===== src/rtl/mmcm_drp_sequencer_if.sv =====
// Control and DRP/MMCM pin bundle for the MMCM output-divider reconfiguration sequencer.
// The master side is the sequencer; the slave side is the requester plus the MMCM primitive.
interface mmcm_drp_sequencer_if;
    logic        REQ;
    logic [5:0]  DIV;
    logic        BUSY;
    logic        DONE;
    logic        ERR;
    logic [6:0]  DADDR;
    logic [15:0] DI;
    logic [15:0] DO;
    logic        DEN;
    logic        DWE;
    logic        DRDY;
    logic        MMCM_RST;
    logic        LOCKED;

    modport master (
        input  REQ, DIV, DO, DRDY, LOCKED,
        output BUSY, DONE, ERR, DADDR, DI, DEN, DWE, MMCM_RST
    );

    modport slave (
        output REQ, DIV, DO, DRDY, LOCKED,
        input  BUSY, DONE, ERR, DADDR, DI, DEN, DWE, MMCM_RST
    );
endinterface


===== src/rtl/mmcm_drp_sequencer.sv =====
// Reprograms one MMCM output divider: hold MMCM in reset, RMW ClkReg1/ClkReg2 over DRP, release, wait for lock.
// Latency: DRP accesses wait on DRDY (bounded); DONE/ERR are registered one-cycle pulses; REQ while busy is dropped.
module mmcm_drp_sequencer #(
    parameter logic [6:0] REG1_ADDR    = 7'h0C,
    parameter logic [6:0] REG2_ADDR    = 7'h0D,
    parameter int         DRDY_TIMEOUT = 64,
    parameter int         LOCK_TIMEOUT = 65535
) (
    input logic                  CLK_100,
    input logic                  RST,
    mmcm_drp_sequencer_if.master bus
);
    localparam int CNT_MAX = (LOCK_TIMEOUT > DRDY_TIMEOUT) ? LOCK_TIMEOUT : DRDY_TIMEOUT;
    localparam int CNT_W   = $clog2(CNT_MAX + 1);
    localparam logic [CNT_W-1:0] DRDY_LAST  = CNT_W'(DRDY_TIMEOUT - 1);
    localparam logic [CNT_W-1:0] LOCK_LAST  = CNT_W'(LOCK_TIMEOUT - 1);
    localparam logic [CNT_W-1:0] LOCK_BLANK = CNT_W'(4);

    typedef enum logic [3:0] {
        IDLE, ASRT, RD1, WR1W, WR1, WD1, RD2, WR2W, WR2, WD2, RLS, LCK
    } state_t;

    state_t            state, state_nxt, wait_exit;
    logic [CNT_W-1:0]  cnt, cnt_nxt;
    logic [5:0]        div_q, div_nxt;
    logic [15:0]       rd_q, rd_nxt;
    logic              done_q, done_nxt;
    logic              err_q, err_nxt;
    logic              lock_meta, lock_s;

    logic [5:0]        hi, lo;
    logic              edge_bit, nocnt;
    logic [15:0]       reg1_new, reg2_new;

    // Divider split: LO takes the odd extra count, EDGE flags the half-cycle, NOCNT bypasses for divide-by-1.
    assign hi       = {1'b0, div_q[5:1]};
    assign lo       = div_q - hi;
    assign edge_bit = div_q[0];
    assign nocnt    = (div_q == 6'd1);
    assign reg1_new = (rd_q & 16'h1000) | {4'b0000, hi, lo};
    assign reg2_new = (rd_q & 16'hFF00) | {8'h00, edge_bit, nocnt, 6'd0};

    assign bus.BUSY = (state != IDLE);
    assign bus.DONE = done_q;
    assign bus.ERR  = err_q;

    always_ff @(posedge CLK_100 or posedge RST) begin
        if (RST) begin
            state     <= IDLE;
            cnt       <= '0;
            div_q     <= '0;
            rd_q      <= '0;
            done_q    <= 1'b0;
            err_q     <= 1'b0;
            lock_meta <= 1'b0;
            lock_s    <= 1'b0;
        end else begin
            state     <= state_nxt;
            cnt       <= cnt_nxt;
            div_q     <= div_nxt;
            rd_q      <= rd_nxt;
            done_q    <= done_nxt;
            err_q     <= err_nxt;
            lock_meta <= bus.LOCKED;
            lock_s    <= lock_meta;
        end
    end

    always_comb begin
        case (state)
            WR1W:    wait_exit = WR1;
            WD1:     wait_exit = RD2;
            WR2W:    wait_exit = WR2;
            default: wait_exit = RLS;
        endcase
    end

    always_comb begin
        state_nxt    = state;
        cnt_nxt      = cnt;
        div_nxt      = div_q;
        rd_nxt       = rd_q;
        done_nxt     = 1'b0;
        err_nxt      = 1'b0;
        bus.DEN      = 1'b0;
        bus.DWE      = 1'b0;
        bus.DADDR    = '0;
        bus.DI       = '0;
        bus.MMCM_RST = 1'b0;

        case (state)
            IDLE: begin
                if (bus.REQ) begin
                    if (bus.DIV == 6'd0) begin
                        err_nxt = 1'b1;
                    end else begin
                        div_nxt   = bus.DIV;
                        state_nxt = ASRT;
                    end
                end
            end
            ASRT: begin
                bus.MMCM_RST = 1'b1;
                state_nxt    = RD1;
            end
            RD1: begin
                bus.MMCM_RST = 1'b1;
                bus.DEN      = 1'b1;
                bus.DADDR    = REG1_ADDR;
                cnt_nxt      = '0;
                state_nxt    = WR1W;
            end
            WR1: begin
                bus.MMCM_RST = 1'b1;
                bus.DEN      = 1'b1;
                bus.DWE      = 1'b1;
                bus.DADDR    = REG1_ADDR;
                bus.DI       = reg1_new;
                cnt_nxt      = '0;
                state_nxt    = WD1;
            end
            RD2: begin
                bus.MMCM_RST = 1'b1;
                bus.DEN      = 1'b1;
                bus.DADDR    = REG2_ADDR;
                cnt_nxt      = '0;
                state_nxt    = WR2W;
            end
            WR2: begin
                bus.MMCM_RST = 1'b1;
                bus.DEN      = 1'b1;
                bus.DWE      = 1'b1;
                bus.DADDR    = REG2_ADDR;
                bus.DI       = reg2_new;
                cnt_nxt      = '0;
                state_nxt    = WD2;
            end
            // DRDY is only looked at here, so a DRDY coincident with DEN or outside a wait is dropped.
            WR1W, WD1, WR2W, WD2: begin
                bus.MMCM_RST = 1'b1;
                if (bus.DRDY) begin
                    if (state == WR1W || state == WR2W) rd_nxt = bus.DO;
                    state_nxt = wait_exit;
                end else if (cnt == DRDY_LAST) begin
                    err_nxt   = 1'b1;
                    state_nxt = IDLE;
                end else begin
                    cnt_nxt = cnt + CNT_W'(1);
                end
            end
            RLS: begin
                cnt_nxt   = '0;
                state_nxt = LCK;
            end
            // LOCKED may still read high from before the reset; blank it for the first cycles.
            LCK: begin
                if (lock_s && cnt >= LOCK_BLANK) begin
                    done_nxt  = 1'b1;
                    state_nxt = IDLE;
                end else if (cnt == LOCK_LAST) begin
                    err_nxt   = 1'b1;
                    state_nxt = IDLE;
                end else begin
                    cnt_nxt = cnt + CNT_W'(1);
                end
            end
            default: state_nxt = IDLE;
        endcase
    end
endmodule


===== src/flat_wrapper.sv =====
// flat-port wrapper written by rule: the top's interface ports become plain ports
module mmcm_drp_sequencer_flat 
#(
    parameter logic [6:0] REG1_ADDR    = 7'h0C,
    parameter logic [6:0] REG2_ADDR    = 7'h0D,
    parameter int         DRDY_TIMEOUT = 64,
    parameter int         LOCK_TIMEOUT = 65535
)
  (CLK_100, RST, bus_REQ, bus_DIV, bus_DO, bus_DRDY, bus_LOCKED, bus_BUSY, bus_DONE, bus_ERR, bus_DADDR, bus_DI, bus_DEN, bus_DWE, bus_MMCM_RST);
  mmcm_drp_sequencer_if bus_i ();
  input logic CLK_100;
  input logic RST;
  input wire logic [$bits(bus_i.REQ)-1:0] bus_REQ;
  input wire logic [$bits(bus_i.DIV)-1:0] bus_DIV;
  input wire logic [$bits(bus_i.DO)-1:0] bus_DO;
  input wire logic [$bits(bus_i.DRDY)-1:0] bus_DRDY;
  input wire logic [$bits(bus_i.LOCKED)-1:0] bus_LOCKED;
  output wire logic [$bits(bus_i.BUSY)-1:0] bus_BUSY;
  output wire logic [$bits(bus_i.DONE)-1:0] bus_DONE;
  output wire logic [$bits(bus_i.ERR)-1:0] bus_ERR;
  output wire logic [$bits(bus_i.DADDR)-1:0] bus_DADDR;
  output wire logic [$bits(bus_i.DI)-1:0] bus_DI;
  output wire logic [$bits(bus_i.DEN)-1:0] bus_DEN;
  output wire logic [$bits(bus_i.DWE)-1:0] bus_DWE;
  output wire logic [$bits(bus_i.MMCM_RST)-1:0] bus_MMCM_RST;
  assign bus_i.REQ = bus_REQ;
  assign bus_i.DIV = bus_DIV;
  assign bus_i.DO = bus_DO;
  assign bus_i.DRDY = bus_DRDY;
  assign bus_i.LOCKED = bus_LOCKED;
  assign bus_BUSY = bus_i.BUSY;
  assign bus_DONE = bus_i.DONE;
  assign bus_ERR = bus_i.ERR;
  assign bus_DADDR = bus_i.DADDR;
  assign bus_DI = bus_i.DI;
  assign bus_DEN = bus_i.DEN;
  assign bus_DWE = bus_i.DWE;
  assign bus_MMCM_RST = bus_i.MMCM_RST;
  mmcm_drp_sequencer #(.REG1_ADDR(REG1_ADDR), .REG2_ADDR(REG2_ADDR), .DRDY_TIMEOUT(DRDY_TIMEOUT), .LOCK_TIMEOUT(LOCK_TIMEOUT)) u_core (.CLK_100(CLK_100), .RST(RST), .bus(bus_i));
endmodule

===== config.mk =====
export PLATFORM = sky130hd
export DESIGN_NAME = mmcm_drp_sequencer_flat
export DESIGN_NICKNAME = d
export VERILOG_FILES = /design/src/rtl/mmcm_drp_sequencer_if.sv /design/src/rtl/mmcm_drp_sequencer.sv /design/src/flat_wrapper.sv
export SDC_FILE = /design/constraint.sdc
export NUM_CORES = 1
export LEC_CHECK = 0
export BUFFER_PORTS_ARGS = -buffer_cell sky130_fd_sc_hd__buf_2
export CAP_MARGIN = 10
export CORE_UTILIZATION = 54
export CTS_CLUSTER_SIZE = 16
export DETAILED_ROUTE_END_ITERATION = 10
export GPL_TIMING_DRIVEN = 0
export HOLD_SLACK_MARGIN = 0.15
export PLACE_DENSITY = 0.87
export SLEW_MARGIN = 20
export SYNTH_ARGS = -nofsm -noshare
export SYNTH_HDL_FRONTEND = slang
export SYNTH_SLANG_ARGS = --single-unit

===== constraint.sdc =====
create_clock -name CLK_100 -period 2.6 [get_ports CLK_100]
set_input_delay 0 -clock CLK_100 [delete_from_list [all_inputs] [get_ports CLK_100]]
set_output_delay 0 -clock CLK_100 [all_outputs]
set_load 0.03 [all_outputs]

==> flow_summary.rst <==
.. list-table::
   :header-rows: 1

   * - Metric
     - Value
   * - X dimension of the die
     - 68.9 um
   * - TritonCTS clock tree
     - yes
   * - Routability congestion estimate from global placement
     - 0.879
   * - Adder and majority cell fraction of the synthesized area
     - 0.0653
   * - Pwr Density
     - 1020 nW/um2
   * - Yosys warns
     - 0
   * - Kind of critical path
     - reg2reg
   * - Setup Buffers After CTS
     - 0
   * - Tmin final
     - 2500 ps
   * - Largest fanout on the critical path
     - 10
   * - Die boundary height
     - 68.9 um
   * - Largest area contributor in the synthesized netlist
     - dfrtp_1
   * - Cells after Synth
     - 261
   * - Pre-Repair DR Iteration Count
     - 4
   * - Final cycle utilization of the critical path
     - 0.962
   * - Compound-cell area share of the yosys netlist
     - 0.140
   * - Antenna diodes
     - 0
   * - Worst-margin pin slew
     - 575 ps
   * - Nature of the critical path startpoint
     - flip-flop
   * - Remaining Overflow, GRT
     - 0
   * - Area growth from synthesis to layout
     - 24.8%
   * - Number of unique standard cell types used by synthesis
     - 48
   * - R2R Setup Slk
     - 100 ps
   * - WL final
     - 5.63 mm
   * - Delay of the slowest critical-path stage
     - 620 ps
   * - Dpl ws
     - 125 ps
   * - Standard cell core area
     - 4140 um2
   * - Class of the tightest hold or removal check
     - in2async
   * - Relative slew slack
     - 0.614
   * - Post-synthesis xor/xnor area fraction
     - 0.0290
   * - Arrival time at the worst endpoint
     - 2680 ps
   * - FF+latch count, synth
     - 38
   * - Fillcell total
     - 307
   * - Htree depth
     - 2
   * - Vias in the first global route
     - 2,155
   * - Aggregate negative setup slack
     - 0 ps
   * - Reg2reg start
     - u_core.cnt[4]
   * - Number of sinks handled by clock tree synthesis
     - 38
   * - Antenna Nets Post-Route
     - 0
   * - Final number of hold-violating endpoints
     - 0
   * - Endpoint of the worst-slack reg-to-reg timing path
     - u_core.state[3]
   * - Half-perimeter wire length of the detailed placement result
     - 3.96 mm
   * - Maximum number of pins on one net before global-route repair
     - 30
   * - # port buffers
     - 43
   * - Setup repair after global routing missed its margin
     - false
   * - Buffering stage count on the worst path with inverters included
     - 1
   * - Final count of negative-setup-slack endpoints
     - 0
   * - Most common cell after layout, fill and taps aside
     - buf_2
   * - Initial detailed-routing violation count
     - 199
   * - Setup clock skew after layout
     - 6.69 ps
   * - Cell types occupying the most area after synthesis
     - dfrtp_1 (39%), mux2_2 (6.5%), ha_1 (5.7%), o21ai_0 (3.9%), nor2_1 (3.4%)
   * - Worst Slack Setup Final
     - 99.6 ps
   * - Total DRC errors in the routed layout
     - 0
   * - GRT Util Overall
     - 0.270
   * - Die area
     - 4740 um2
   * - Hold_ws
     - 173 ps
   * - Dominant combinational cell family by area after synthesis
     - simple AND/OR/NAND/NOR gates
   * - Area share of and/or/nand/nor cells after synthesis
     - 0.232
   * - Sequential cell area fraction in the yosys report
     - 0.394
   * - Cell type group with the largest total delay on the critical path
     - simple AND/OR/NAND/NOR gates
   * - Flip-flop cell with the highest count after synthesis
     - dfrtp_1
   * - Number of buffers created by CTS
     - 5
   * - Clk root buf
     - clkbuf_8
   * - Upper clock frequency limit
     - 400 MHz
   * - I/O pin cnt
     - 56
   * - Initial standard-cell utilization of the core
     - 0.582
   * - Number of pins with negative max-slew slack in the final report
     - 0
   * - Share of layout cells above drive strength 1
     - 0.254
   * - Fraction of synthesized cell area taken by the top area cell type
     - 0.394
   * - Layout net count
     - 372
   * - Average instance area after synthesis
     - 9.25 um2
   * - Static power due to leakage
     - 1.42 nW
   * - Floorplan row count
     - 23
   * - Most frequent cells in the layout
     - buf_2 (43), dfrtp_1 (38), nor2_1 (22)
   * - Max VDD drop
     - 0.000637 V
   * - Average vias per placed instance
     - 5.74
   * - Wire length per cell after detailed routing
     - 14.6 um
   * - Clock slew at reported path FFs
     - 80 ps
   * - Total number of vias
     - 2,205
   * - Latest clock arrival within the worst-skew pair
     - 290 ps
   * - Number of antenna violations at the first check in global routing
     - 0
   * - Reg2Reg Depth
     - 6
   * - Slowest cell on the critical path
     - or4_1
   * - Global-route wire length before repair
     - 9.48 mm
   * - Post-synthesis async set-or-reset flop share
     - 1.00
   * - Util after Layout
     - 0.727
   * - Data required time at the worst endpoint
     - 2780 ps
   * - Sort of element at the end of the critical path
     - flip-flop
   * - Area of the mapped netlist
     - 2410 um2
   * - Cell breakdown of the critical path
     - clkbuf_1, nand4_1, or4_1, and3b_1, or3_1, a221o_1
   * - EDFF count, synth
     - 0
   * - Number of buffers between clock root and the deepest sink
     - 2
   * - Result of the run
     - completed
   * - Multiplexer share of the synthesized area
     - 0.0695
   * - Count of maximum capacitance violations
     - 0
worst min-delay path, stage by stage:
cell           delay, ps
dlygate4sd3_1        530
buf_2                120
inv_2                190
through the flow:
step	power, mW	instance area [um2]	cells
4_1_cts	3.05	3000	384
3_5_place_dp	2.60	2730	358
6_report	3.08	3010	384
2_1_floorplan	2.20	2420	264
3_3_place_gp	2.51	2700	357
5_1_grt	3.33	3010	384
metal layers:
metal / vias up / global-route usage / wire length (um)
met1: 1063 / 0.333 / 2420
met5: - / 0 / 0
met2: 78 / 0.468 / 2840
met4: 0 / 0.0969 / 99
li1: 1052 / - / -
met3: 12 / 0.0477 / 265
kinds of logic (layout without fill, tap and decap cells):
kind of cell,Yosys count,after routing
other,1,4
and+or+nand+nor,104,104
xor gates and xnor gates,8,8
AOI/OAI and AO/OA,49,49
DFF,38,38
adders and majority gates,12,12
muxes,15,15
buffers and inverters,34,104
cells in the mapped netlist (all sizes together), types with 2 or more instances:
cell type	count
nand3	12
or4	6
mux2	14
or3	6
xor2	6
a21oi	12
or2	2
o21ai	19
ha	11
and2	8
nand2b	3
nor4	4
nand4	7
buf	8
clkbuf	9
a41oi	2
nor2	22
inv	17
dfrtp	38
nor3	4
nand2	22
o221ai	2
o31ai	5
xnor2	2
and3	2
flip-flops by register name, summed over array words and instances, names as in the netlist:
signal	count
u_core.lock_s	1
u_core.bus.ERR	1
u_core.lock_meta	1
u_core.state	4
u_core.bus.DONE	1
u_core.cnt	16
u_core.rd_q	8
u_core.div_q	6
area by class of cell:
cell class | count | area [um2] | area share
clock buffers | 6 | 82.6 | 0.0274
multi-input cells | 192 | 1320 | 0.439
plain buffers | 17 | 101 | 0.0336
clock inverters | 2 | 12.5 | 0.00415
flip-flops and latches | 38 | 951 | 0.316
well taps | 50 | 62.6 | 0.0208
inverters | 17 | 63.8 | 0.0212
repair buffers | 62 | 415 | 0.138
where the power goes:
group | internal, mW | switching, mW | total (mW)
logic | 0.686 | 1.07 | 1.76
registers | 0.764 | 0.138 | 0.903
clock network | 0.213 | 0.212 | 0.425
total | 1.66 | 1.42 | 3.08
how the worst max path moves through the flow:
stage | cells after the start | to | from | slack [ps]
2_1_floorplan | 8 | u_core.cnt[4] | u_core.cnt[10] | 250
3_3_place_gp | 6 | bus_DI[12] | u_core.state[3] | 50
3_5_place_dp | 6 | u_core.cnt[14] | u_core.cnt[12] | 120
4_1_cts | 6 | bus_DI[12] | u_core.state[3] | 110
5_1_grt | 6 | u_core.cnt[10] | u_core.cnt[12] | 1
6_report | 6 | u_core.state[3] | u_core.cnt[4] | 100
what timing repair did:
action / in CTS / in global routing
resized for setup: 0 / 1
hold buffers: 18 / 0
endpoints found under the hold margin: 55 / 0
endpoints found under the setup margin: 0 / 2
Power figures use the tool's default switching activity.
